File: src/rtl/segway_cmd_seq_if.sv
// ============================================================================
// Module      : segway_cmd_seq_if
// Description : Request/UART-handshake bundle for segway_cmd_seq.
//               master : request source + UART_tx side (drives requests and
//                        tx_done, observes command/status outputs)
//               slave  : the sequencer itself
// Revision    : 1.0  initial release
// ============================================================================
`default_nettype none

interface segway_cmd_seq_if;
    logic       go_req;
    logic       stop_req;
    logic       clr_err;
    logic       tx_done;
    logic       trmt;
    logic [7:0] tx_data;
    logic       busy;
    logic       running;
    logic [7:0] cmd_cnt;
    logic       timeout_err;

    modport master (
        output go_req, stop_req, clr_err, tx_done,
        input  trmt, tx_data, busy, running, cmd_cnt, timeout_err
    );

    modport slave (
        input  go_req, stop_req, clr_err, tx_done,
        output trmt, tx_data, busy, running, cmd_cnt, timeout_err
    );
endinterface

`default_nettype wire

File: src/rtl/segway_cmd_seq.sv
// ============================================================================
// Module      : segway_cmd_seq
// Description : Turns go/stop requests into 'G' (0x47) / 'S' (0x53) bytes for
//               a UART transmitter. Owns the trmt/tx_data/tx_done handshake,
//               enforces an inter-command gap, optionally re-sends 'G' as a
//               keepalive while running, and flags a transmitter that never
//               completes.
// Ports       : clk, rst (async, active high)
//               bus.slave : go_req, stop_req, clr_err, tx_done in;
//                           trmt, tx_data[7:0], busy, running, cmd_cnt[7:0],
//                           timeout_err out (all registered)
// Revision    : 1.0  initial release
// ============================================================================
`default_nettype none

module segway_cmd_seq #(
    parameter int GAP_CYC       = 1000,
    parameter int TX_TIMEOUT    = 1000000,
    parameter int KEEPALIVE_CYC = 0
) (
    input  wire logic         clk,
    input  wire logic         rst,
    segway_cmd_seq_if.slave   bus
);

    localparam int GAP_W = $clog2(GAP_CYC + 1);
    localparam int TO_W  = $clog2(TX_TIMEOUT + 1);
    localparam int KA_W  = (KEEPALIVE_CYC > 0) ? $clog2(KEEPALIVE_CYC + 1) : 1;

    localparam logic [GAP_W-1:0] C_GAP   = GAP_W'(GAP_CYC);
    localparam logic [TO_W-1:0]  C_TO    = TO_W'(TX_TIMEOUT);
    localparam logic [KA_W-1:0]  C_KA    = KA_W'(KEEPALIVE_CYC);
    localparam bit               C_KA_EN = (KEEPALIVE_CYC != 0);
    localparam logic [7:0]       C_CMD_G = 8'h47;
    localparam logic [7:0]       C_CMD_S = 8'h53;

    typedef enum logic [1:0] {
        S_IDLE = 2'd0,
        S_LOAD = 2'd1,
        S_WAIT = 2'd2,
        S_GAP  = 2'd3
    } state_t;

    state_t             r_state_q,   w_state_d;
    logic               r_trmt_q,    w_trmt_d;
    logic [7:0]         r_tx_data_q, w_tx_data_d;
    logic               r_busy_q,    w_busy_d;
    logic               r_running_q, w_running_d;
    logic [7:0]         r_cmd_cnt_q, w_cmd_cnt_d;
    logic               r_err_q,     w_err_d;
    logic               r_pend_q,    w_pend_d;
    logic [GAP_W-1:0]   r_gap_q,     w_gap_d;
    logic [TO_W-1:0]    r_to_q,      w_to_d;
    logic [KA_W-1:0]    r_ka_q,      w_ka_d;

    always_comb begin
        w_state_d   = r_state_q;
        w_trmt_d    = 1'b0;
        w_tx_data_d = r_tx_data_q;
        w_running_d = r_running_q;
        w_cmd_cnt_d = r_cmd_cnt_q;
        w_err_d     = r_err_q;
        w_pend_d    = r_pend_q;
        // Counters clear whenever their owning state is left.
        w_gap_d     = '0;
        w_to_d      = '0;
        w_ka_d      = '0;

        // Clear first so a coincident timeout below takes priority.
        if (bus.clr_err) begin
            w_err_d = 1'b0;
        end

        case (r_state_q)
            S_IDLE: begin
                if (bus.stop_req) begin
                    w_tx_data_d = C_CMD_S;
                    w_running_d = 1'b0;
                    w_state_d   = S_LOAD;
                end else if (bus.go_req) begin
                    w_tx_data_d = C_CMD_G;
                    w_running_d = 1'b1;
                    w_state_d   = S_LOAD;
                end else if (C_KA_EN && r_running_q) begin
                    if (r_ka_q + 1'b1 == C_KA) begin
                        w_tx_data_d = C_CMD_G;
                        w_state_d   = S_LOAD;
                    end else begin
                        w_ka_d = r_ka_q + 1'b1;
                    end
                end
            end

            S_LOAD: begin
                // The LOAD cycle is the first cycle of the trmt-to-done window.
                w_to_d    = TO_W'(1);
                w_state_d = S_WAIT;
                if (bus.stop_req) begin
                    w_pend_d = 1'b1;
                end
            end

            S_WAIT: begin
                if (bus.stop_req) begin
                    w_pend_d = 1'b1;
                end
                if (bus.tx_done) begin
                    if (r_cmd_cnt_q != 8'hFF) begin
                        w_cmd_cnt_d = r_cmd_cnt_q + 8'd1;
                    end
                    w_state_d = S_GAP;
                end else if (r_to_q + 1'b1 >= C_TO) begin
                    w_err_d   = 1'b1;
                    w_pend_d  = 1'b0;
                    w_state_d = S_IDLE;
                end else begin
                    w_to_d = r_to_q + 1'b1;
                end
            end

            S_GAP: begin
                if (bus.stop_req) begin
                    w_pend_d = 1'b1;
                end
                if (r_gap_q + 1'b1 == C_GAP) begin
                    // A stop arriving on the final gap cycle is honoured too.
                    w_pend_d = 1'b0;
                    if (r_pend_q || bus.stop_req) begin
                        w_tx_data_d = C_CMD_S;
                        w_running_d = 1'b0;
                        w_state_d   = S_LOAD;
                    end else begin
                        w_state_d   = S_IDLE;
                    end
                end else begin
                    w_gap_d = r_gap_q + 1'b1;
                end
            end

            default: begin
                w_state_d = S_IDLE;
            end
        endcase

        w_trmt_d = (r_state_q != S_LOAD) && (w_state_d == S_LOAD);
        w_busy_d = (w_state_d != S_IDLE);
    end

    always_ff @(posedge clk or posedge rst) begin
        if (rst) begin
            r_state_q   <= S_IDLE;
            r_trmt_q    <= 1'b0;
            r_tx_data_q <= 8'h00;
            r_busy_q    <= 1'b0;
            r_running_q <= 1'b0;
            r_cmd_cnt_q <= 8'h00;
            r_err_q     <= 1'b0;
            r_pend_q    <= 1'b0;
            r_gap_q     <= '0;
            r_to_q      <= '0;
            r_ka_q      <= '0;
        end else begin
            r_state_q   <= w_state_d;
            r_trmt_q    <= w_trmt_d;
            r_tx_data_q <= w_tx_data_d;
            r_busy_q    <= w_busy_d;
            r_running_q <= w_running_d;
            r_cmd_cnt_q <= w_cmd_cnt_d;
            r_err_q     <= w_err_d;
            r_pend_q    <= w_pend_d;
            r_gap_q     <= w_gap_d;
            r_to_q      <= w_to_d;
            r_ka_q      <= w_ka_d;
        end
    end

    assign bus.trmt        = r_trmt_q;
    assign bus.tx_data     = r_tx_data_q;
    assign bus.busy        = r_busy_q;
    assign bus.running     = r_running_q;
    assign bus.cmd_cnt     = r_cmd_cnt_q;
    assign bus.timeout_err = r_err_q;

endmodule

`default_nettype wire

File: src/flat_wrapper.sv
// flat-port wrapper written by rule: the top's interface ports become plain ports
module segway_cmd_seq_flat 
#(
    parameter int GAP_CYC       = 1000,
    parameter int TX_TIMEOUT    = 1000000,
    parameter int KEEPALIVE_CYC = 0
)
  (clk, rst, bus_go_req, bus_stop_req, bus_clr_err, bus_tx_done, bus_trmt, bus_tx_data, bus_busy, bus_running, bus_cmd_cnt, bus_timeout_err);
  segway_cmd_seq_if bus_i ();
  input  wire logic clk;
  input  wire logic rst;
  input wire logic [$bits(bus_i.go_req)-1:0] bus_go_req;
  input wire logic [$bits(bus_i.stop_req)-1:0] bus_stop_req;
  input wire logic [$bits(bus_i.clr_err)-1:0] bus_clr_err;
  input wire logic [$bits(bus_i.tx_done)-1:0] bus_tx_done;
  output wire logic [$bits(bus_i.trmt)-1:0] bus_trmt;
  output wire logic [$bits(bus_i.tx_data)-1:0] bus_tx_data;
  output wire logic [$bits(bus_i.busy)-1:0] bus_busy;
  output wire logic [$bits(bus_i.running)-1:0] bus_running;
  output wire logic [$bits(bus_i.cmd_cnt)-1:0] bus_cmd_cnt;
  output wire logic [$bits(bus_i.timeout_err)-1:0] bus_timeout_err;
  assign bus_i.go_req = bus_go_req;
  assign bus_i.stop_req = bus_stop_req;
  assign bus_i.clr_err = bus_clr_err;
  assign bus_i.tx_done = bus_tx_done;
  assign bus_trmt = bus_i.trmt;
  assign bus_tx_data = bus_i.tx_data;
  assign bus_busy = bus_i.busy;
  assign bus_running = bus_i.running;
  assign bus_cmd_cnt = bus_i.cmd_cnt;
  assign bus_timeout_err = bus_i.timeout_err;
  segway_cmd_seq #(.GAP_CYC(GAP_CYC), .TX_TIMEOUT(TX_TIMEOUT), .KEEPALIVE_CYC(KEEPALIVE_CYC)) u_core (.clk(clk), .rst(rst), .bus(bus_i));
endmodule
File: config.mk
export PLATFORM = sky130hd
export DESIGN_NAME = segway_cmd_seq_flat
export DESIGN_NICKNAME = d
export VERILOG_FILES = /design/src/rtl/segway_cmd_seq_if.sv /design/src/rtl/segway_cmd_seq.sv /design/src/flat_wrapper.sv
export SDC_FILE = /design/constraint.sdc
export NUM_CORES = 1
export LEC_CHECK = 0
export CORE_UTILIZATION = 24
export DETAILED_ROUTE_END_ITERATION = 12
export DONT_BUFFER_PORTS = 1
export GPL_TIMING_DRIVEN = 0
export PLACE_DENSITY_LB_ADDON = 0.25
export SLEW_MARGIN = 25
export SYNTH_ARGS = -nofsm -noshare
export SYNTH_HDL_FRONTEND = slang
export SYNTH_SLANG_ARGS = --single-unit
File: constraint.sdc
create_clock -name clk -period 2.4 [get_ports clk]
set_input_delay 0.6 -clock clk [delete_from_list [all_inputs] [get_ports clk]]
set_output_delay 0.6 -clock clk [all_outputs]
set_load 0.01 [all_outputs]
* After elaboration in Yosys (flattened, before gate mapping)
Cells that the tools add are included.
** Word-level totals
- Output and inout port bits :: 20
- Register bits after elaboration :: 53
- Input bits :: 6
** Cells by class
- Magnitude comparators :: 1
- Reductions and logical operators :: 8
- Eq/ne operators :: 10
- Add/sub/neg operators :: 3
- Mux-type cells :: 31
** Operator list (count)
- 20-bit 2-to-1 mux :: 2
- 20-bit case mux with 2 select lines :: 1
- 8-bit 2-to-1 mux :: 4
- 20-bit by 1-bit adder with 20-bit output, second input constant :: 1
- 20-bit greater-or-equal comparator, second input constant :: 1
- 10-bit 2-to-1 mux :: 2
- 8-bit case mux with 2 select lines :: 1
- 1-bit 2-to-1 mux :: 13
- 10-bit by 1-bit adder with 10-bit output, second input constant :: 1
- 10-bit equality test, second input constant :: 1
- 2-bit 2-to-1 mux :: 5
- 8-bit by 1-bit adder with 8-bit output, second input constant :: 1
- 8-bit != test, second input constant :: 1
- 2-bit case mux with 4 select lines :: 1
- 2-bit by 1-bit != test with 1-bit output, second input constant :: 3
- 2-bit by 1-bit equality test with 1-bit output, second input constant :: 2
- 2-bit equality test, second input constant :: 2
- 4-bit AND reduction :: 1
- 2-bit nonzero test :: 2
- 3-bit != test, second input constant :: 1
- 1-bit case mux with 3 select lines :: 1
- 3-bit AND reduction :: 1
- 3-bit nonzero test :: 1
- 2-bit logical NOT :: 1
- 3 further kinds :: 3

* Longest topological paths before layout
- Depth in word-level cells :: 7
- Mapped depth :: 10

* Least setup slack after synthesis
OpenSTA, ideal clock, no wires.
- Path type :: register to register
- Start point :: reg u_core.r_to_q[0]
- End point :: reg u_core.r_trmt_q (netlist: u_core.bus.trmt)
- Stages on the path, launching flop included :: 9
- Path slack :: -0.004 ns
- Arrival time :: 2.335 ns
- Clock period less this slack :: 2.404 ns
- Path through :: dfrtp_1 > ha_1 > and3_1 > clkbuf_1 > o41a_1 > o221ai_1 > o211ai_4 > or4_1 > nand3_1
** Between the ends
- Longest elaborated chain between the ends :: 7
** RTL lines
- start: declaration :: RTL line segway_cmd_seq.sv:53 : logic [TO_W-1:0] r_to_q, w_to_d;
- start signal: assignment :: RTL line segway_cmd_seq.sv:172 : r_to_q <= w_to_d;
- 20-bit by 1-bit adder with 20-bit output :: RTL line segway_cmd_seq.sv:112 : end else if (r_to_q + 1'b1 >= C_TO) begin
- 20-bit greater-or-equal comparator :: RTL line segway_cmd_seq.sv:112
- 2-bit 2-to-1 mux :: RTL line segway_cmd_seq.sv:112
- 2-bit 2-to-1 mux :: RTL line segway_cmd_seq.sv:107 : if (bus.tx_done) begin
- 2-bit case mux with 4 select lines :: RTL line segway_cmd_seq.sv:74 : case (r_state_q)
- 2-bit by 1-bit equality test with 1-bit output :: RTL line segway_cmd_seq.sv:145 : w_trmt_d = (r_state_q != S_LOAD) && (w_state_d == S_LOAD);
- 1-bit logical AND :: RTL line segway_cmd_seq.sv:145
- named net u_core.w_trmt_d :: RTL line segway_cmd_seq.sv:45 : logic r_trmt_q, w_trmt_d;
- end signal: assignment :: RTL line segway_cmd_seq.sv:164 : r_trmt_q <= w_trmt_d;
- end: declaration :: RTL line segway_cmd_seq.sv:45
The timed path passes the listed nets, and every way through them passes these cells.
A chain may end at the register's enable or synchronous reset.

* Worst setup path in the final report
- Start point :: reg u_core.r_to_q[0]
- End point :: reg u_core.r_to_q[8]
** Between the ends
- Longest elaborated chain between the ends :: 5
** RTL lines (RTL line)
- 20-bit by 1-bit adder with 20-bit output (*) :: segway_cmd_seq.sv:112, segway_cmd_seq.sv:117
- 20-bit greater-or-equal comparator :: segway_cmd_seq.sv:112
- 20-bit 2-to-1 mux (*) :: segway_cmd_seq.sv:112
- 20-bit 2-to-1 mux (*) :: segway_cmd_seq.sv:107
- 20-bit case mux with 2 select lines (*) :: segway_cmd_seq.sv:74
- named net u_core.w_to_d[8] :: segway_cmd_seq.sv:53
The timed path passes the listed nets; every way through them passes the cells marked *.

==> metrics.md <==
| Metric | Value |
|---|---|
| Vias in the first global route | `1951` |
| Crit path cell chain | `nand4_1, or3_4, nor4b_4, a211oi_4, o211ai_4, buf_12, nand4b_4, clkbuf_16, nor2_2` |
| Total CTS buffers | `5` |
| Share of post-route cells with drive strength above 1 | `37.1%` |
| Status | `finished, violations left` |
| Yosys warning total | `0` |
| Worst Skew | `0.00430 ns` |
| Post-synth ARST share | `100%` |
| PwrDens | `667 nW/µm²` |
| Routed Antenna Nets | `0` |
| Core box area | `10800 µm²` |
| Largest net degree at the start of global routing | `48` |
| Tmin final | `2.45 ns` |
| Syn avg cell area | `10.0 µm²` |
| H-tree levels | `2` |
| Peak VDD IR | `0.359 mV` |
| Site Rows | `38` |
| Iteration-0 DRC Markers | `between 80 and 90` |
| Max cap viols | `0` |
| HPWL Detailed | `3710 µm` |
| Fmax achieved | `0.409 GHz` |
| Synth top area share | `44.2%` |
| Post-CTS Hold Fix Bufs | `0` |
| Inserted Diodes | `0` |
| Later-pin clock latency in the skew report | `~0.30 ns` |
| Starting Density | `24.6%` |
| Clk sinks | `47` |
| Via count | `between 2000 and 2500` |
| Netlist cell types | `57` |
| CP max FO | `5` |
| Top area cells in the synthesized netlist | `dfrtp_1 (44%), xor2_1 (5.6%), xnor2_1 (4.9%)` |
| Slew headroom | `just under 60%` |
| Die H | `around 110 µm` |
| First-pass GRT wire length | `between 9000 and 10000 µm` |
| Post-Synthesis Cells | `266` |
| Initial antenna violation count | `0` |
| Final net count | `327` |
| Area Growth Syn to Fin | `33.7%` |
| Setup repair after global routing missed its margin | `yes` |
| Post-DR wirelength/cell | `13.8 µm` |
| CP max-delay cell | `or3_4` |
| Max Slew Vio Count | `0` |
| Place WS | `-0.350 ns` |
| Crit Path Class | `reg2reg` |
| Cell taking the most area after synthesis | `dfrtp_1` |
| EDFF count, synth | `0` |
| Register area share after synthesis | `44.2%` |
| Main flop type after synthesis | `dfrtp_1` |
| Port bufs | `0` |
| DIE WIDTH | `107 µm` |
| Clock root cell | `clkbuf_8` |
| Final Wtd Congestion | `between 0.8 and 0.9` |
| Final hold vios | `0` |
| CP Launch Type | `flop` |
| Post-Syn Area | `2660 µm²` |
| Clk pin slew, worst setup/hold paths | `0.09 ns` |
| Critical R2R Launch | `u_core.r_to_q[0]` |
| GRT overflow | `0` |
| Post-route clock period utilization | `102%` |
| Final worst-path setup slack | `-0.0473 ns` |
| Critical Path RT | `approximately 2.6 ns` |
| Gr usage total | `10.8%` |
| Vias/cell | `4.50` |
| Post-Route WL | `6260 µm` |
| Hold Crit Class | `in2async` |
| Final total negative setup slack | `-0.392 ns` |
| CTS tree | `done` |
| Crit path DAT | `2.68 ns` |
| # DRC | `0` |
| Final setup violation count | `16` |
| Leakage | `between 1 and 1.5 nW` |
| Bufs on Longest Clock Path | `2` |
| I/O Pins | `26` |
| CP Launch Point | `u_core.r_to_q[0]` |
| Failing checks | `negative setup slack` |
| FF+latch count, synth | `47` |
| First-pass iteration count of the detailed router | `4` |
| Tightest Pin Transition | `0.617 ns` |
| Filler Cells Inserted | `1135` |
| CP endpoint kind | `flop` |
| CP peak stage delay | `0.45 ns` |
| Die ar. | `11500 µm²` |
-- cells in the final DEF, fill, tap and decap left out, types with 5 or more instances in the layout --
cell      count
nor2_1       25
nand3_1      11
nor2_2       11
dfrtp_2       9
nand4_1       6
and3_1        6
xor2_1       17
buf_6         5
clkbuf_8      5
a21oi_1       5
and2_1        5
dfrtp_1      38
inv_1         8
buf_4        42
nand2_1      15
xnor2_1      14
-- cell type report --
type	instances	area [µm²]	area share, %
buffer	11	95.1	2.67
clock buffer	5	68.8	1.93
clock inverter	2	37.5	1.05
inverter	9	36.3	1.02
multi-input combinational	197	1590	44.7
sequential	47	1190	33.4
tap	140	175	4.92
timing repair buffer	42	369	10.4
-- sequential cells by signal (all words and copies together), names as in the netlist --
register,flops
u_core.r_pend_q,1
u_core.bus.busy,1
u_core.r_state_q,2
u_core.bus.timeout_err,1
u_core.r_gap_q,10
u_core.r_to_q,20
u_core.bus.tx_data,3
u_core.bus.trmt,1
u_core.bus.cmd_cnt,8
-- synth_stat cells, types with 5 or more instances --
cell and n:
a21oi_1 6, and2_1 5, and3_1 7, buf_4 6, clkbuf_1 5, dfrtp_1 47, ha_1 8, inv_1 9
nand2_1 15, nand3_1 15, nand4_1 6, nor2_1 32, nor2_2 8, o21ai_0 5, xnor2_1 15, xor2_1 17
-- cells by family (layout without fill, tap and decap cells) --
group                    Yosys count  after routing  synth area share (%)
AND/OR/NAND/NOR                  114            114                  24.8
flip-flops                        47             47                  44.2
AO/OA/AOI/OAI                     38             38                  11.2
XOR/XNOR                          32             32                  10.5
buffers and inverters             24             69                  4.65
adder cells (fa/ha/maj)            8              8                  3.76
multiplexers                       2              2                 0.799
other                              1              3                 0.141
-- path summary, 6_finish.rpt --
path	end	slack, ns	depth (start not counted)
max reg2reg	u_core.r_to_q[8]	-0.05	9
max in group asynchronous	u_core.r_to_q[4]	1.70	1
min in group clk	u_core.bus.timeout_err	0.39	1
max	u_core.r_to_q[8]	-0.05	9
min reg2reg	u_core.r_gap_q[0]	0.53	1
min	u_core.r_gap_q[5]	0.25	1
-- critical path, delay by kind of cell (launching register included) --
kind	cells	cell delay, ns
AOI/OAI and AO/OA	2	0.37
buffers and inverters	2	0.37
DFF	1	0.40
and+or+nand+nor	5	1.24
-- layer usage --
metal / vias to the layer above / wire length [µm] / GRT usage [%]
met4: 0 / 53 / 2.94
li1: 1017 / - / -
met1: 994 / 3180 / 15.0
met5: - / 0 / 0
met2: 23 / 2880 / 17.2
met3: 5 / 135 / 2.06
-- per-stage QoR --
step | power [mW] | instances | util [%] | instance area [µm²] | hold WS (ns)
global placement | 1.67 | 408 | 26.3 | 2850 | 0.480
global route | 2.54 | 453 | 32.8 | 3560 | 0.289
detailed placement | 1.67 | 408 | 26.3 | 2850 | 0.484
CTS | 2.32 | 434 | 30.3 | 3280 | 0.267
finish | 2.37 | 453 | 32.8 | 3560 | 0.246
floorplan | 1.51 | 268 | - | 2680 | 0.453
-- timing repair --
item                       4_1_cts  5_1_grt
buffers inserted                22       19
gates resized for setup         34       34
cloned                           0        1
pin swaps                       19       17
setup endpoints to repair       26       28
-- power breakdown --
group	switching, mW	total [mW]	leakage [nW]	internal [mW]
Sequential	0.130	1.03	0.616	0.896
Clock	0.281	0.586	0.0502	0.305
Combinational	0.430	0.761	0.808	0.331
Total	0.841	2.37	1.47	1.53
Power figures use the tool's default switching activity.
